<file path="src/rtl/procyon_rob_entry_sf_pkg.sv">
// Shared types and constants for the ROB entry slice: slot states, op-type bit
// positions, the CDB channel record and the modulo age helper.
package procyon_rob_entry_sf_pkg;

  localparam int DEF_DATA_WIDTH    = 32;
  localparam int DEF_ADDR_WIDTH    = 32;
  localparam int DEF_CDB_DEPTH     = 2;
  localparam int DEF_ROB_IDX_WIDTH = 5;
  localparam int DEF_RAT_IDX_WIDTH = 5;
  localparam int DEF_EXC_WIDTH     = 4;
  localparam int DEF_OP_IS_WIDTH   = 4;

  // op_is is one-hot; these are the bit positions of each op class
  localparam int OP_IS_OP = 0;
  localparam int OP_IS_LD = 1;
  localparam int OP_IS_ST = 2;
  localparam int OP_IS_JL = 3;

  typedef enum logic [1:0] {
    INVALID     = 2'd0,
    PENDING     = 2'd1,
    LSU_PENDING = 2'd2,
    RETIRABLE   = 2'd3
  } rob_state_t;

  typedef struct packed {
    logic                         en;
    logic                         redirect;
    logic                         exc;
    logic [DEF_EXC_WIDTH-1:0]     exc_cause;
    logic [DEF_DATA_WIDTH-1:0]    data;
    logic [DEF_ROB_IDX_WIDTH-1:0] tag;
  } cdb_chan_t;

  function automatic logic [DEF_ROB_IDX_WIDTH-1:0] rob_age(
    input logic [DEF_ROB_IDX_WIDTH-1:0] tag,
    input logic [DEF_ROB_IDX_WIDTH-1:0] head
  );
    return tag - head;
  endfunction

endpackage

</file>
<file path="src/rtl/procyon_rob_entry_sf_if.sv">
// Control/data bundle between the ROB array and one ROB slot.
interface procyon_rob_entry_sf_if #(
  parameter int OPTN_DATA_WIDTH    = 32,
  parameter int OPTN_ADDR_WIDTH    = 32,
  parameter int OPTN_CDB_DEPTH     = 2,
  parameter int OPTN_ROB_IDX_WIDTH = 5,
  parameter int OPTN_RAT_IDX_WIDTH = 5,
  parameter int OPTN_EXC_WIDTH     = 4,
  parameter int OPTN_OP_IS_WIDTH   = 4
);
  logic [OPTN_ROB_IDX_WIDTH-1:0]                     i_rob_tag;
  logic [OPTN_ROB_IDX_WIDTH-1:0]                     i_rob_head;
  logic                                              i_redirect;
  logic                                              i_flush_en;
  logic [OPTN_ROB_IDX_WIDTH-1:0]                     i_flush_tag;
  logic [OPTN_CDB_DEPTH-1:0]                         i_cdb_en;
  logic [OPTN_CDB_DEPTH-1:0]                         i_cdb_redirect;
  logic [OPTN_CDB_DEPTH-1:0]                         i_cdb_exc;
  logic [OPTN_CDB_DEPTH-1:0][OPTN_EXC_WIDTH-1:0]     i_cdb_exc_cause;
  logic [OPTN_CDB_DEPTH-1:0][OPTN_DATA_WIDTH-1:0]    i_cdb_data;
  logic [OPTN_CDB_DEPTH-1:0][OPTN_ROB_IDX_WIDTH-1:0] i_cdb_tag;
  logic                                              i_dispatch_en;
  logic [OPTN_OP_IS_WIDTH-1:0]                       i_dispatch_op_is;
  logic [OPTN_ADDR_WIDTH-1:0]                        i_dispatch_pc;
  logic [OPTN_RAT_IDX_WIDTH-1:0]                     i_dispatch_rdst;
  logic [OPTN_DATA_WIDTH-1:0]                        i_dispatch_rdst_data;
  logic                                              i_retire_en;
  logic                                              i_lsu_retire_lq_ack;
  logic                                              i_lsu_retire_sq_ack;
  logic                                              i_lsu_retire_misspeculated;
  logic                                              o_retirable;
  logic                                              o_lsu_pending;
  logic                                              o_valid;
  logic                                              o_rob_entry_redirect;
  logic                                              o_rob_entry_exc;
  logic [OPTN_EXC_WIDTH-1:0]                         o_rob_entry_exc_cause;
  logic [OPTN_DATA_WIDTH-1:0]                        o_rob_entry_data;
  logic [OPTN_RAT_IDX_WIDTH-1:0]                     o_rob_entry_rdst;
  logic [OPTN_OP_IS_WIDTH-1:0]                       o_rob_entry_op_is;
  logic [OPTN_ADDR_WIDTH-1:0]                        o_rob_entry_pc;

  modport master (
    output i_rob_tag, i_rob_head, i_redirect, i_flush_en, i_flush_tag,
           i_cdb_en, i_cdb_redirect, i_cdb_exc, i_cdb_exc_cause, i_cdb_data, i_cdb_tag,
           i_dispatch_en, i_dispatch_op_is, i_dispatch_pc, i_dispatch_rdst, i_dispatch_rdst_data,
           i_retire_en, i_lsu_retire_lq_ack, i_lsu_retire_sq_ack, i_lsu_retire_misspeculated,
    input  o_retirable, o_lsu_pending, o_valid, o_rob_entry_redirect, o_rob_entry_exc,
           o_rob_entry_exc_cause, o_rob_entry_data, o_rob_entry_rdst, o_rob_entry_op_is, o_rob_entry_pc
  );

  modport slave (
    input  i_rob_tag, i_rob_head, i_redirect, i_flush_en, i_flush_tag,
           i_cdb_en, i_cdb_redirect, i_cdb_exc, i_cdb_exc_cause, i_cdb_data, i_cdb_tag,
           i_dispatch_en, i_dispatch_op_is, i_dispatch_pc, i_dispatch_rdst, i_dispatch_rdst_data,
           i_retire_en, i_lsu_retire_lq_ack, i_lsu_retire_sq_ack, i_lsu_retire_misspeculated,
    output o_retirable, o_lsu_pending, o_valid, o_rob_entry_redirect, o_rob_entry_exc,
           o_rob_entry_exc_cause, o_rob_entry_data, o_rob_entry_rdst, o_rob_entry_op_is, o_rob_entry_pc
  );
endinterface

</file>
<file path="src/rtl/procyon_rob_entry_sf_age_cmp.sv">
// Modulo age compare against the ROB head: a is younger than b when it sits
// further from head, so wrap-around of the tag space is handled naturally.
module procyon_rob_entry_sf_age_cmp #(
  parameter int OPTN_TAG_WIDTH = 5
) (
  input  logic [OPTN_TAG_WIDTH-1:0] head,
  input  logic [OPTN_TAG_WIDTH-1:0] a,
  input  logic [OPTN_TAG_WIDTH-1:0] b,
  output logic                      a_younger_than_b
);
  logic [OPTN_TAG_WIDTH-1:0] age_a_s;
  logic [OPTN_TAG_WIDTH-1:0] age_b_s;

  assign age_a_s          = a - head;
  assign age_b_s          = b - head;
  assign a_younger_than_b = (age_a_s > age_b_s);
endmodule

</file>
<file path="src/rtl/procyon_rob_entry_sf.sv">
// One reorder-buffer slot: dispatch -> CDB writeback -> optional LSU ack -> retire,
// with full redirect and age-based selective flush.
module procyon_rob_entry_sf
  import procyon_rob_entry_sf_pkg::*;
#(
  parameter int OPTN_DATA_WIDTH    = DEF_DATA_WIDTH,
  parameter int OPTN_ADDR_WIDTH    = DEF_ADDR_WIDTH,
  parameter int OPTN_CDB_DEPTH     = DEF_CDB_DEPTH,
  parameter int OPTN_ROB_IDX_WIDTH = DEF_ROB_IDX_WIDTH,
  parameter int OPTN_RAT_IDX_WIDTH = DEF_RAT_IDX_WIDTH,
  parameter int OPTN_EXC_WIDTH     = DEF_EXC_WIDTH,
  parameter int OPTN_OP_IS_WIDTH   = DEF_OP_IS_WIDTH
) (
  input logic                   clk,
  input logic                   rst,
  procyon_rob_entry_sf_if.slave rob_if
);
  rob_state_t                    state_r;
  rob_state_t                    state_next_s;
  logic                          valid_r;
  logic                          retirable_r;
  logic                          lsu_pending_r;
  logic                          redirect_r;
  logic                          exc_r;
  logic [OPTN_EXC_WIDTH-1:0]     exc_cause_r;
  logic [OPTN_DATA_WIDTH-1:0]    data_r;
  logic [OPTN_RAT_IDX_WIDTH-1:0] rdst_r;
  logic [OPTN_OP_IS_WIDTH-1:0]   op_is_r;
  logic [OPTN_ADDR_WIDTH-1:0]    pc_r;

  logic                          younger_s;
  logic                          kill_s;
  logic                          lsu_ack_s;
  logic                          cdb_match_s;
  logic                          cdb_redirect_s;
  logic                          cdb_exc_s;
  logic [OPTN_EXC_WIDTH-1:0]     cdb_exc_cause_s;
  logic [OPTN_DATA_WIDTH-1:0]    cdb_data_s;

  procyon_rob_entry_sf_age_cmp #(
    .OPTN_TAG_WIDTH (OPTN_ROB_IDX_WIDTH)
  ) age_cmp (
    .head             (rob_if.i_rob_head),
    .a                (rob_if.i_rob_tag),
    .b                (rob_if.i_flush_tag),
    .a_younger_than_b (younger_s)
  );

  assign kill_s    = rob_if.i_redirect | (rob_if.i_flush_en & younger_s);
  assign lsu_ack_s = (rob_if.i_lsu_retire_lq_ack & op_is_r[OP_IS_LD]) |
                     (rob_if.i_lsu_retire_sq_ack & op_is_r[OP_IS_ST]);

  // Select the matching CDB channel; scanning upward lets the highest index win
  always_comb begin
    cdb_match_s     = 1'b0;
    cdb_redirect_s  = 1'b0;
    cdb_exc_s       = 1'b0;
    cdb_exc_cause_s = '0;
    cdb_data_s      = '0;
    for (int k = 0; k < OPTN_CDB_DEPTH; k++) begin
      if (rob_if.i_cdb_en[k] && (rob_if.i_cdb_tag[k] == rob_if.i_rob_tag) && (state_r == PENDING)) begin
        cdb_match_s     = 1'b1;
        cdb_redirect_s  = rob_if.i_cdb_redirect[k];
        cdb_exc_s       = rob_if.i_cdb_exc[k];
        cdb_exc_cause_s = rob_if.i_cdb_exc_cause[k];
        cdb_data_s      = rob_if.i_cdb_data[k];
      end else begin
        cdb_match_s     = cdb_match_s;
      end
    end
  end

  // Next-state logic; a kill overrides every other event
  always_comb begin
    state_next_s = state_r;
    case (state_r)
      INVALID: begin
        if (rob_if.i_dispatch_en) state_next_s = PENDING;
        else                      state_next_s = INVALID;
      end
      PENDING: begin
        if (cdb_match_s) begin
          if (op_is_r[OP_IS_LD] || op_is_r[OP_IS_ST]) state_next_s = LSU_PENDING;
          else                                        state_next_s = RETIRABLE;
        end else begin
          state_next_s = PENDING;
        end
      end
      LSU_PENDING: begin
        if (lsu_ack_s) state_next_s = RETIRABLE;
        else           state_next_s = LSU_PENDING;
      end
      RETIRABLE: begin
        if (rob_if.i_retire_en) state_next_s = INVALID;
        else                    state_next_s = RETIRABLE;
      end
      default: state_next_s = INVALID;
    endcase
    if (kill_s) state_next_s = INVALID;
    else        state_next_s = state_next_s;
  end

  // State register and the status flags decoded from the next state
  always_ff @(posedge clk or posedge rst) begin
    if (rst) begin
      state_r       <= INVALID;
      valid_r       <= 1'b0;
      retirable_r   <= 1'b0;
      lsu_pending_r <= 1'b0;
    end else begin
      state_r       <= state_next_s;
      valid_r       <= (state_next_s != INVALID);
      retirable_r   <= (state_next_s == RETIRABLE);
      lsu_pending_r <= (state_next_s == LSU_PENDING);
    end
  end

  // Entry fields; a killed entry keeps its stale fields behind o_valid=0
  always_ff @(posedge clk or posedge rst) begin
    if (rst) begin
      redirect_r  <= 1'b0;
      exc_r       <= 1'b0;
      exc_cause_r <= '0;
      data_r      <= '0;
      rdst_r      <= '0;
      op_is_r     <= '0;
      pc_r        <= '0;
    end else if (!kill_s) begin
      case (state_r)
        INVALID: begin
          if (rob_if.i_dispatch_en) begin
            op_is_r     <= rob_if.i_dispatch_op_is;
            pc_r        <= rob_if.i_dispatch_pc;
            rdst_r      <= rob_if.i_dispatch_rdst;
            data_r      <= rob_if.i_dispatch_rdst_data;
            redirect_r  <= 1'b0;
            exc_r       <= 1'b0;
            exc_cause_r <= '0;
          end
        end
        PENDING: begin
          if (cdb_match_s) begin
            // jump-and-link ops return their target on the data bus
            if (op_is_r[OP_IS_JL]) pc_r   <= cdb_data_s[OPTN_ADDR_WIDTH-1:0];
            else                   data_r <= cdb_data_s;
            redirect_r  <= cdb_redirect_s;
            exc_r       <= cdb_exc_s;
            exc_cause_r <= cdb_exc_cause_s;
          end
        end
        LSU_PENDING: begin
          if (rob_if.i_lsu_retire_lq_ack && op_is_r[OP_IS_LD]) begin
            redirect_r <= rob_if.i_lsu_retire_misspeculated;
          end
        end
        default: begin
        end
      endcase
    end
  end

  assign rob_if.o_valid               = valid_r;
  assign rob_if.o_retirable           = retirable_r;
  assign rob_if.o_lsu_pending         = lsu_pending_r;
  assign rob_if.o_rob_entry_redirect  = redirect_r;
  assign rob_if.o_rob_entry_exc       = exc_r;
  assign rob_if.o_rob_entry_exc_cause = exc_cause_r;
  assign rob_if.o_rob_entry_data      = data_r;
  assign rob_if.o_rob_entry_rdst      = rdst_r;
  assign rob_if.o_rob_entry_op_is     = op_is_r;
  assign rob_if.o_rob_entry_pc        = pc_r;
endmodule

</file>
<file path="src/flat_wrapper.sv">
// flat-port wrapper written by rule: the top's interface ports become plain ports
module procyon_rob_entry_sf_flat import procyon_rob_entry_sf_pkg::*;
#(
  parameter int OPTN_DATA_WIDTH    = DEF_DATA_WIDTH,
  parameter int OPTN_ADDR_WIDTH    = DEF_ADDR_WIDTH,
  parameter int OPTN_CDB_DEPTH     = DEF_CDB_DEPTH,
  parameter int OPTN_ROB_IDX_WIDTH = DEF_ROB_IDX_WIDTH,
  parameter int OPTN_RAT_IDX_WIDTH = DEF_RAT_IDX_WIDTH,
  parameter int OPTN_EXC_WIDTH     = DEF_EXC_WIDTH,
  parameter int OPTN_OP_IS_WIDTH   = DEF_OP_IS_WIDTH
)
  (clk, rst, rob_if_i_rob_tag, rob_if_i_rob_head, rob_if_i_redirect, rob_if_i_flush_en, rob_if_i_flush_tag, rob_if_i_cdb_en, rob_if_i_cdb_redirect, rob_if_i_cdb_exc, rob_if_i_cdb_exc_cause, rob_if_i_cdb_data, rob_if_i_cdb_tag, rob_if_i_dispatch_en, rob_if_i_dispatch_op_is, rob_if_i_dispatch_pc, rob_if_i_dispatch_rdst, rob_if_i_dispatch_rdst_data, rob_if_i_retire_en, rob_if_i_lsu_retire_lq_ack, rob_if_i_lsu_retire_sq_ack, rob_if_i_lsu_retire_misspeculated, rob_if_o_retirable, rob_if_o_lsu_pending, rob_if_o_valid, rob_if_o_rob_entry_redirect, rob_if_o_rob_entry_exc, rob_if_o_rob_entry_exc_cause, rob_if_o_rob_entry_data, rob_if_o_rob_entry_rdst, rob_if_o_rob_entry_op_is, rob_if_o_rob_entry_pc);
  procyon_rob_entry_sf_if #(.OPTN_DATA_WIDTH(OPTN_DATA_WIDTH), .OPTN_ADDR_WIDTH(OPTN_ADDR_WIDTH), .OPTN_CDB_DEPTH(OPTN_CDB_DEPTH), .OPTN_ROB_IDX_WIDTH(OPTN_ROB_IDX_WIDTH), .OPTN_RAT_IDX_WIDTH(OPTN_RAT_IDX_WIDTH), .OPTN_EXC_WIDTH(OPTN_EXC_WIDTH), .OPTN_OP_IS_WIDTH(OPTN_OP_IS_WIDTH)) rob_if_i ();
  input logic clk;
  input logic rst;
  input wire logic [$bits(rob_if_i.i_rob_tag)-1:0] rob_if_i_rob_tag;
  input wire logic [$bits(rob_if_i.i_rob_head)-1:0] rob_if_i_rob_head;
  input wire logic [$bits(rob_if_i.i_redirect)-1:0] rob_if_i_redirect;
  input wire logic [$bits(rob_if_i.i_flush_en)-1:0] rob_if_i_flush_en;
  input wire logic [$bits(rob_if_i.i_flush_tag)-1:0] rob_if_i_flush_tag;
  input wire logic [$bits(rob_if_i.i_cdb_en)-1:0] rob_if_i_cdb_en;
  input wire logic [$bits(rob_if_i.i_cdb_redirect)-1:0] rob_if_i_cdb_redirect;
  input wire logic [$bits(rob_if_i.i_cdb_exc)-1:0] rob_if_i_cdb_exc;
  input wire logic [$bits(rob_if_i.i_cdb_exc_cause)-1:0] rob_if_i_cdb_exc_cause;
  input wire logic [$bits(rob_if_i.i_cdb_data)-1:0] rob_if_i_cdb_data;
  input wire logic [$bits(rob_if_i.i_cdb_tag)-1:0] rob_if_i_cdb_tag;
  input wire logic [$bits(rob_if_i.i_dispatch_en)-1:0] rob_if_i_dispatch_en;
  input wire logic [$bits(rob_if_i.i_dispatch_op_is)-1:0] rob_if_i_dispatch_op_is;
  input wire logic [$bits(rob_if_i.i_dispatch_pc)-1:0] rob_if_i_dispatch_pc;
  input wire logic [$bits(rob_if_i.i_dispatch_rdst)-1:0] rob_if_i_dispatch_rdst;
  input wire logic [$bits(rob_if_i.i_dispatch_rdst_data)-1:0] rob_if_i_dispatch_rdst_data;
  input wire logic [$bits(rob_if_i.i_retire_en)-1:0] rob_if_i_retire_en;
  input wire logic [$bits(rob_if_i.i_lsu_retire_lq_ack)-1:0] rob_if_i_lsu_retire_lq_ack;
  input wire logic [$bits(rob_if_i.i_lsu_retire_sq_ack)-1:0] rob_if_i_lsu_retire_sq_ack;
  input wire logic [$bits(rob_if_i.i_lsu_retire_misspeculated)-1:0] rob_if_i_lsu_retire_misspeculated;
  output wire logic [$bits(rob_if_i.o_retirable)-1:0] rob_if_o_retirable;
  output wire logic [$bits(rob_if_i.o_lsu_pending)-1:0] rob_if_o_lsu_pending;
  output wire logic [$bits(rob_if_i.o_valid)-1:0] rob_if_o_valid;
  output wire logic [$bits(rob_if_i.o_rob_entry_redirect)-1:0] rob_if_o_rob_entry_redirect;
  output wire logic [$bits(rob_if_i.o_rob_entry_exc)-1:0] rob_if_o_rob_entry_exc;
  output wire logic [$bits(rob_if_i.o_rob_entry_exc_cause)-1:0] rob_if_o_rob_entry_exc_cause;
  output wire logic [$bits(rob_if_i.o_rob_entry_data)-1:0] rob_if_o_rob_entry_data;
  output wire logic [$bits(rob_if_i.o_rob_entry_rdst)-1:0] rob_if_o_rob_entry_rdst;
  output wire logic [$bits(rob_if_i.o_rob_entry_op_is)-1:0] rob_if_o_rob_entry_op_is;
  output wire logic [$bits(rob_if_i.o_rob_entry_pc)-1:0] rob_if_o_rob_entry_pc;
  assign rob_if_i.i_rob_tag = rob_if_i_rob_tag;
  assign rob_if_i.i_rob_head = rob_if_i_rob_head;
  assign rob_if_i.i_redirect = rob_if_i_redirect;
  assign rob_if_i.i_flush_en = rob_if_i_flush_en;
  assign rob_if_i.i_flush_tag = rob_if_i_flush_tag;
  assign rob_if_i.i_cdb_en = rob_if_i_cdb_en;
  assign rob_if_i.i_cdb_redirect = rob_if_i_cdb_redirect;
  assign rob_if_i.i_cdb_exc = rob_if_i_cdb_exc;
  assign rob_if_i.i_cdb_exc_cause = rob_if_i_cdb_exc_cause;
  assign rob_if_i.i_cdb_data = rob_if_i_cdb_data;
  assign rob_if_i.i_cdb_tag = rob_if_i_cdb_tag;
  assign rob_if_i.i_dispatch_en = rob_if_i_dispatch_en;
  assign rob_if_i.i_dispatch_op_is = rob_if_i_dispatch_op_is;
  assign rob_if_i.i_dispatch_pc = rob_if_i_dispatch_pc;
  assign rob_if_i.i_dispatch_rdst = rob_if_i_dispatch_rdst;
  assign rob_if_i.i_dispatch_rdst_data = rob_if_i_dispatch_rdst_data;
  assign rob_if_i.i_retire_en = rob_if_i_retire_en;
  assign rob_if_i.i_lsu_retire_lq_ack = rob_if_i_lsu_retire_lq_ack;
  assign rob_if_i.i_lsu_retire_sq_ack = rob_if_i_lsu_retire_sq_ack;
  assign rob_if_i.i_lsu_retire_misspeculated = rob_if_i_lsu_retire_misspeculated;
  assign rob_if_o_retirable = rob_if_i.o_retirable;
  assign rob_if_o_lsu_pending = rob_if_i.o_lsu_pending;
  assign rob_if_o_valid = rob_if_i.o_valid;
  assign rob_if_o_rob_entry_redirect = rob_if_i.o_rob_entry_redirect;
  assign rob_if_o_rob_entry_exc = rob_if_i.o_rob_entry_exc;
  assign rob_if_o_rob_entry_exc_cause = rob_if_i.o_rob_entry_exc_cause;
  assign rob_if_o_rob_entry_data = rob_if_i.o_rob_entry_data;
  assign rob_if_o_rob_entry_rdst = rob_if_i.o_rob_entry_rdst;
  assign rob_if_o_rob_entry_op_is = rob_if_i.o_rob_entry_op_is;
  assign rob_if_o_rob_entry_pc = rob_if_i.o_rob_entry_pc;
  procyon_rob_entry_sf #(.OPTN_DATA_WIDTH(OPTN_DATA_WIDTH), .OPTN_ADDR_WIDTH(OPTN_ADDR_WIDTH), .OPTN_CDB_DEPTH(OPTN_CDB_DEPTH), .OPTN_ROB_IDX_WIDTH(OPTN_ROB_IDX_WIDTH), .OPTN_RAT_IDX_WIDTH(OPTN_RAT_IDX_WIDTH), .OPTN_EXC_WIDTH(OPTN_EXC_WIDTH), .OPTN_OP_IS_WIDTH(OPTN_OP_IS_WIDTH)) u_core (.clk(clk), .rst(rst), .rob_if(rob_if_i));
endmodule
</file>
<file path="config.mk">
export PLATFORM = sky130hd
export DESIGN_NAME = procyon_rob_entry_sf_flat
export DESIGN_NICKNAME = d
export VERILOG_FILES = /design/src/rtl/procyon_rob_entry_sf_pkg.sv /design/src/rtl/procyon_rob_entry_sf_if.sv /design/src/rtl/procyon_rob_entry_sf_age_cmp.sv /design/src/rtl/procyon_rob_entry_sf.sv /design/src/flat_wrapper.sv
export SDC_FILE = /design/constraint.sdc
export NUM_CORES = 1
export LEC_CHECK = 0
export CAP_MARGIN = 15
export CORE_UTILIZATION = 41
export DETAILED_ROUTE_END_ITERATION = 8
export PLACE_DENSITY = 0.86
export SKIP_LAST_GASP = 1
export SLEW_MARGIN = 0
export SYNTH_ARGS = -nofsm -noshare
export SYNTH_HDL_FRONTEND = slang
export SYNTH_SLANG_ARGS = --single-unit
</file>
<file path="constraint.sdc">
create_clock -name clk -period 6 [get_ports clk]
set_clock_uncertainty 0.15 [all_clocks]
set_input_delay 1.2 -clock clk [delete_from_list [all_inputs] [get_ports clk]]
set_output_delay 1.2 -clock clk [all_outputs]
set_load 0.01 [all_outputs]
</file>
# ---- After elaboration in Yosys (flattened, before gate mapping)
# Index checks and enable logic that the tools add are counted.
dict set report totals {
  output_inout_bits 82
  wordCells 81
  input_bits 185
  ff_bits 84
}
dict set report op_classes {
  order_cmp 1
  n_reduce_logical 15
  addsub 2
  n_mux 34
  bitwise 6
  eq_ne 12
}
# cell count
set op_table {}
lappend op_table {{$mux W32} 8}
lappend op_table {{$pmux W32 S2} 2}
lappend op_table {{$mux W4} 4}
lappend op_table {{$reduce_and A5 Y1} 3}
lappend op_table {{$mux W1} 13}
lappend op_table {{$eq A5 B5 Y1} 2}
lappend op_table {{$sub A5 B5 Y5} 2}
lappend op_table {{$eq A2 B2 Y1 const B} 4}
lappend op_table {{$pmux W2 S4} 1}
lappend op_table {{$pmux W4 S2} 1}
lappend op_table {{$mux W2} 3}
lappend op_table {{$ne A2 B1 Y1 const B} 3}
lappend op_table {{$gt A5 B5 Y1} 1}
lappend op_table {{$logic_and A1 B1 Y1} 5}
lappend op_table {{$ne A2 B2 Y1 const B} 2}
lappend op_table {{$reduce_and A4 Y1} 1}
lappend op_table {{$reduce_bool A2 Y1} 2}
lappend op_table {{$and A1 B1 Y1} 3}
lappend op_table {{$pmux W1 S3} 1}
lappend op_table {{$reduce_and A3 Y1} 1}
lappend op_table {{$reduce_bool A3 Y1} 1}
lappend op_table {{$eq A2 B1 Y1 const B} 1}
lappend op_table {{$logic_not A2 Y1} 1}
lappend op_table {{$or A1 B1 Y1} 2}
lappend op_table {{3 further kinds} 3}

# ---- Logic depth before layout (Yosys ltp)
dict set report depth {
  word_depth 9
  mapped_depth 15
  mapped_depth_nobuf 14
}

# ---- Hierarchy
# Synthesis repeated with hierarchy kept, for this count alone.
dict set report unflattened {
  cells_unflattened 439
  area_unflattened_um2 5377.7
}
# module cells_each area_each_um2 n_inst seq_area_each_um2
set modules_own_cells {}
lappend modules_own_cells {procyon_rob_entry_sf 393 4964.8 1 2102.0}
lappend modules_own_cells {procyon_rob_entry_sf_age_cmp 46 412.9 1 0.0}

# ---- Least setup slack after synthesis
# OpenSTA, ideal clock, no wires.
dict set report synth_path {
  kind {input to register}
  start {in rob_if_i_flush_tag[0]}
  end {reg u_core.op_is_r[0] (netlist: u_core.rob_if.o_rob_entry_op_is[0])}
  path_stages 13
  setup_slack_ns 1.819
  required_time_ns 5.725
  n_path_buf 0
  arrival_ns 3.906
  setup_time_ns 0.125
  cell_sequence {inv_1 ha_1 inv_1 fa_1 a21o_1 a21oi_1 xnor2_1 ha_1 nand4_1 o21a_1 o22a_1 nor2_1 mux2_2}
}
dict set report synth_via {
  elab_chain_cells 6
}
# element line_no
set synth_lines {}
lappend synth_lines {{start: declaration} flat_wrapper.sv:20} ;# input wire logic [$bits(rob_if_i.i_flush_tag)-1:0] rob_if_i_flush_tag;
lappend synth_lines {{$sub A5 B5 Y5} procyon_rob_entry_sf_age_cmp.sv:15} ;# assign age_b_s = b - head;
lappend synth_lines {{$gt A5 B5 Y1} procyon_rob_entry_sf_age_cmp.sv:16} ;# assign a_younger_than_b = (age_a_s > age_b_s);
lappend synth_lines {{$and A1 B1 Y1} procyon_rob_entry_sf.sv:49} ;# assign kill_s = rob_if.i_redirect | (rob_if.i_flush_en & younger_s);
lappend synth_lines {{$or A1 B1 Y1} procyon_rob_entry_sf.sv:49}
lappend synth_lines {{$not A1 Y1 (no source line)} --}
lappend synth_lines {{$reduce_and A3 Y1 (no source line)} --}
lappend synth_lines {{end signal: assignment} procyon_rob_entry_sf.sv:132} ;# op_is_r <= rob_if.i_dispatch_op_is;
lappend synth_lines {{end: declaration} procyon_rob_entry_sf.sv:28} ;# logic [OPTN_OP_IS_WIDTH-1:0] op_is_r;
# Every way passes these cells.
# A chain may end at the register's enable or synchronous reset.

# ---- Worst setup path in the final report
dict set report layout_path {
  start {in rob_if_i_rob_tag[0]}
  end {reg u_core.data_r[13] (netlist: u_core.rob_if.o_rob_entry_data[13])}
}
dict set report layout_via {
  elab_chain_cells 8
  word_cells_on_any_way 20
  cone_classes {add/sub (1); order compare (1); eq/ne (3); mux (7); bitwise (3); reduce/logical (5)}
}
# element line_no
set layout_lines {}
lappend layout_lines {{start: declaration} flat_wrapper.sv:16} ;# input wire logic [$bits(rob_if_i.i_rob_tag)-1:0] rob_if_i_rob_tag;
lappend layout_lines {{branches (longest 8 deep; another with $sub A5 B5 Y5)} --}
lappend layout_lines {{end signal: assignment} procyon_rob_entry_sf.sv:135} ;# data_r <= rob_if.i_dispatch_rdst_data;
lappend layout_lines {{end signal: assignment} procyon_rob_entry_sf.sv:145} ;# else data_r <= cdb_data_s;
lappend layout_lines {{end: declaration} procyon_rob_entry_sf.sv:26} ;# logic [OPTN_DATA_WIDTH-1:0] data_r;
# Several ways; the timed one is not identified. The select of a mux whose other input is x is not followed.

==> impl_metrics.ini <==
[sta]
worst_slack_ns = 1.220
period_minus_slack_ns = 4.780
max_slew_margin = 0.2235
timing.final.crit_share = 0.7967
clock.fmax_mhz = 209.2
setup_violations = 0
rsz0062_at_grt = no
tns_ns = 0
tightest_slew_ns = 1.165
slew_violations = 0
finalHoldViolations = 0

[worst_setup_path]
arrival_ns = 4.88
crit_fanout = 64
cp_num_buf_inv = 4
cp_slowest_stage_delay_ns = 0.54
crit_path_start_kind = input pin
crit_chain = clkdlybuf4s50_1 -> inv_1 -> ha_1 -> inv_1 -> fa_1 -> a21o_1 -> a21oi_1 -> xnor2_1 -> ha_1 -> nand4_1 -> o21a_1 -> o22a_1 -> a311oi_4 -> buf_4 -> nor2_1 -> a31oi_1
cp_slowest_cell = buf_4
critPathCaptureType = register
crit_type = input pin to register
cp.required_ns = 6.10
cpLargestDelayFamily = compound AO/OA/AOI/OAI gates

[logic_synthesis]
netlist_instances = 466
synthDominantCellAreaShare = 0.4659
yosysTopAreaCell = dfrtp_1
async_flop_share = 1.000
yosysUniqueCellTypes = 37
syn_avg_cell_area_um2 = 9.682
synth_area_mm2 = 0.004512
synthTopCellsByArea = dfrtp_1 (47%), a221oi_1 (6.2%), nor2_1 (5.7%)
synthTopCellsByCount = dfrtp_1 (84), nor2_1 (68), nand2_1 (43)
synth_edf_count = 0
synthFlopType = dfrtp_1
synth_most_common_cell = dfrtp_1
ys_seq_area_frac = 0.4659
ys_ff_latch = 84
syn-num-nets = 669
yosys_warnings = 0

[placement]
io_buffers = 266
post-place-ws_ns = 0.8961
gp_congestion = 0.8638
placedCellCount = 844
hpwl_mm = 11.89

[finish]
final_cell_count_no_fill = 860
fillerInstances = 815
drive_above_1_share = 0.06354
syn_to_final_growth_pct = 65.28
seqCellArea_mm2 = 0.002102
nets = 922
multi_input_area_mm2 = 0.002213
n_antenna_cell = 0
fin_util = 0.7096

[cts]
cts_resized = 0
insertion_delay_ns = 0.33
cts_buffer_depth = 2
cts_setup_buffers = 0
clkSinkCount = 84
clock-root-buffer = clkbuf_8
path_clk_slew_ns = 0.08
ctsHoldBuffers = 0
cts_buffers = 9
htree_num_levels = 3
cts_tree = built

[floorplanning]
start_util = 0.4293
coreArea_mm2 = 0.01051
die_y_um = 106.9
die_x_um = 106.9
die_area_mm2 = 0.01143
io_pins = 267
rows = 37

[run]
cap_violations = 0

[power_and_ir_drop]
ir_worst_vdd_mv = 0.2018
power_w = 0.002793
p_leak_nw = 3.066
p_per_area_mw_per_mm2 = 374.5

[detailed_routing]
ant_nets = 0
wl_per_cell_um = 17.64
drt_pass1_iterations = 5
via_per_inst = 5.391
detailedRoute.firstIterationViolations = 278
finalWirelength_mm = 15.17
vias = 4636
drc = 0

[min_path]
hp-class = register to register

[global_route]
grt_pass1_wl_mm = 23.04
first_global_vias = 4646
grt_usage = 0.2625
grt_max_degree = 68
antenna_found_initial = 2
overflow = 0

[status]
outcome = finished clean
-- layer usage --
layer	GRT usage	wire, µm	up-vias
met2	0.4710	7703	217
met1	0.3012	5761	2203
met5	0	24	-
met3	0.06505	1245	28
met4	0.09589	432	4
li1	-	-	2184
-- power breakdown --
part / internal [W] / switching (W)
Clock: 0.000195 / 0.000207
Combinational: 0.000773 / 0.000637
Sequential: 0.000823 / 0.000158
-- state kept, by name, summed over array words and instances (netlist names) --
name                                 cells
u_core.rob_if.o_rob_entry_data          32
u_core.rob_if.o_rob_entry_pc            32
u_core.rob_if.o_rob_entry_rdst           5
u_core.rob_if.o_rob_entry_exc_cause      4
u_core.rob_if.o_rob_entry_op_is          4
u_core.state_r                           2
u_core.rob_if.o_lsu_pending              1
u_core.rob_if.o_retirable                1
u_core.rob_if.o_rob_entry_exc            1
u_core.rob_if.o_rob_entry_redirect       1
u_core.rob_if.o_valid                    1
-- logic make-up after synthesis --
group | count (synthesis) | synth area share
AOI/OAI and AO/OA | 141 | 0.2230
and+or+nand+nor | 141 | 0.1389
DFF | 84 | 0.4659
buffers and inverters | 48 | 0.04465
xor gates and xnor gates | 19 | 0.03688
adders and majority gates | 18 | 0.05324
muxes | 15 | 0.03744
-- cells in the final DEF (no fill, tap or decap), drive strengths merged, types with 9 or more instances in the layout --
| cell | instances |
|---|---|
| a21oi | 38 |
| a221oi | 32 |
| a22oi | 16 |
| a31oi | 34 |
| and2 | 17 |
| clkbuf | 9 |
| clkdlybuf4s50 | 266 |
| dfrtp | 84 |
| ha | 16 |
| inv | 20 |
| mux2 | 15 |
| nand2 | 43 |
| nor2 | 69 |
| xor2 | 12 |
-- worst reg2reg max path, cell delays in order (launching register included) --
cell and delay (ns):
dfrtp_1 0.42, inv_1 0.09, ha_1 0.46, inv_2 0.55, o21ai_0 0.55, nand2_1 0.18, a311oi_4 0.29, buf_4 0.54
nor2_1 0.16, a31oi_1 0.18
-- area by class of cell --
type / instances / share of cell area
Clock buffer: 9 / 0.01661
Inverter: 19 / 0.009732
Timing Repair Buffer: 271 / 0.3621
Multi-Input combinational cell: 334 / 0.2968
Tap cell: 136 / 0.02282
Sequential cell: 84 / 0.2819
Clock inverter: 7 / 0.01007
-- final timing paths --
kind	from	end	slack, ns	cells after the start
max	rob_if_i_rob_tag[0]	u_core.rob_if.o_rob_entry_data[13]$_DFFE_PP0P_	1.22	16
min in group asynchronous	rst	u_core.rob_if.o_rob_entry_pc[31]$_DFFE_PP0P_	1.10	2
min reg2reg	u_core.rob_if.o_rob_entry_exc_cause[3]$_DFFE_PP0P_	u_core.rob_if.o_rob_entry_exc_cause[3]$_DFFE_PP0P_	0.36	1
max reg2reg	u_core.state_r[1]$_DFF_PP0_	u_core.rob_if.o_rob_entry_data[13]$_DFFE_PP0P_	2.33	9
min	u_core.rob_if.o_rob_entry_exc_cause[3]$_DFFE_PP0P_	u_core.rob_if.o_rob_entry_exc_cause[3]$_DFFE_PP0P_	0.36	1
max in group asynchronous	rst	u_core.rob_if.o_rob_entry_pc[10]$_DFFE_PP0P_	3.57	3
-- per-stage QoR --
stage	cell area [µm²]	hold slack, ns
after floorplan	4512	0.4012
after global placement	7258	0.3404
after detailed placement	7258	0.3491
after CTS	7457	0.3633
after global routing	7457	0.3843
final	7457	0.3625
Note: power is estimated with default switching activity, not from simulation.
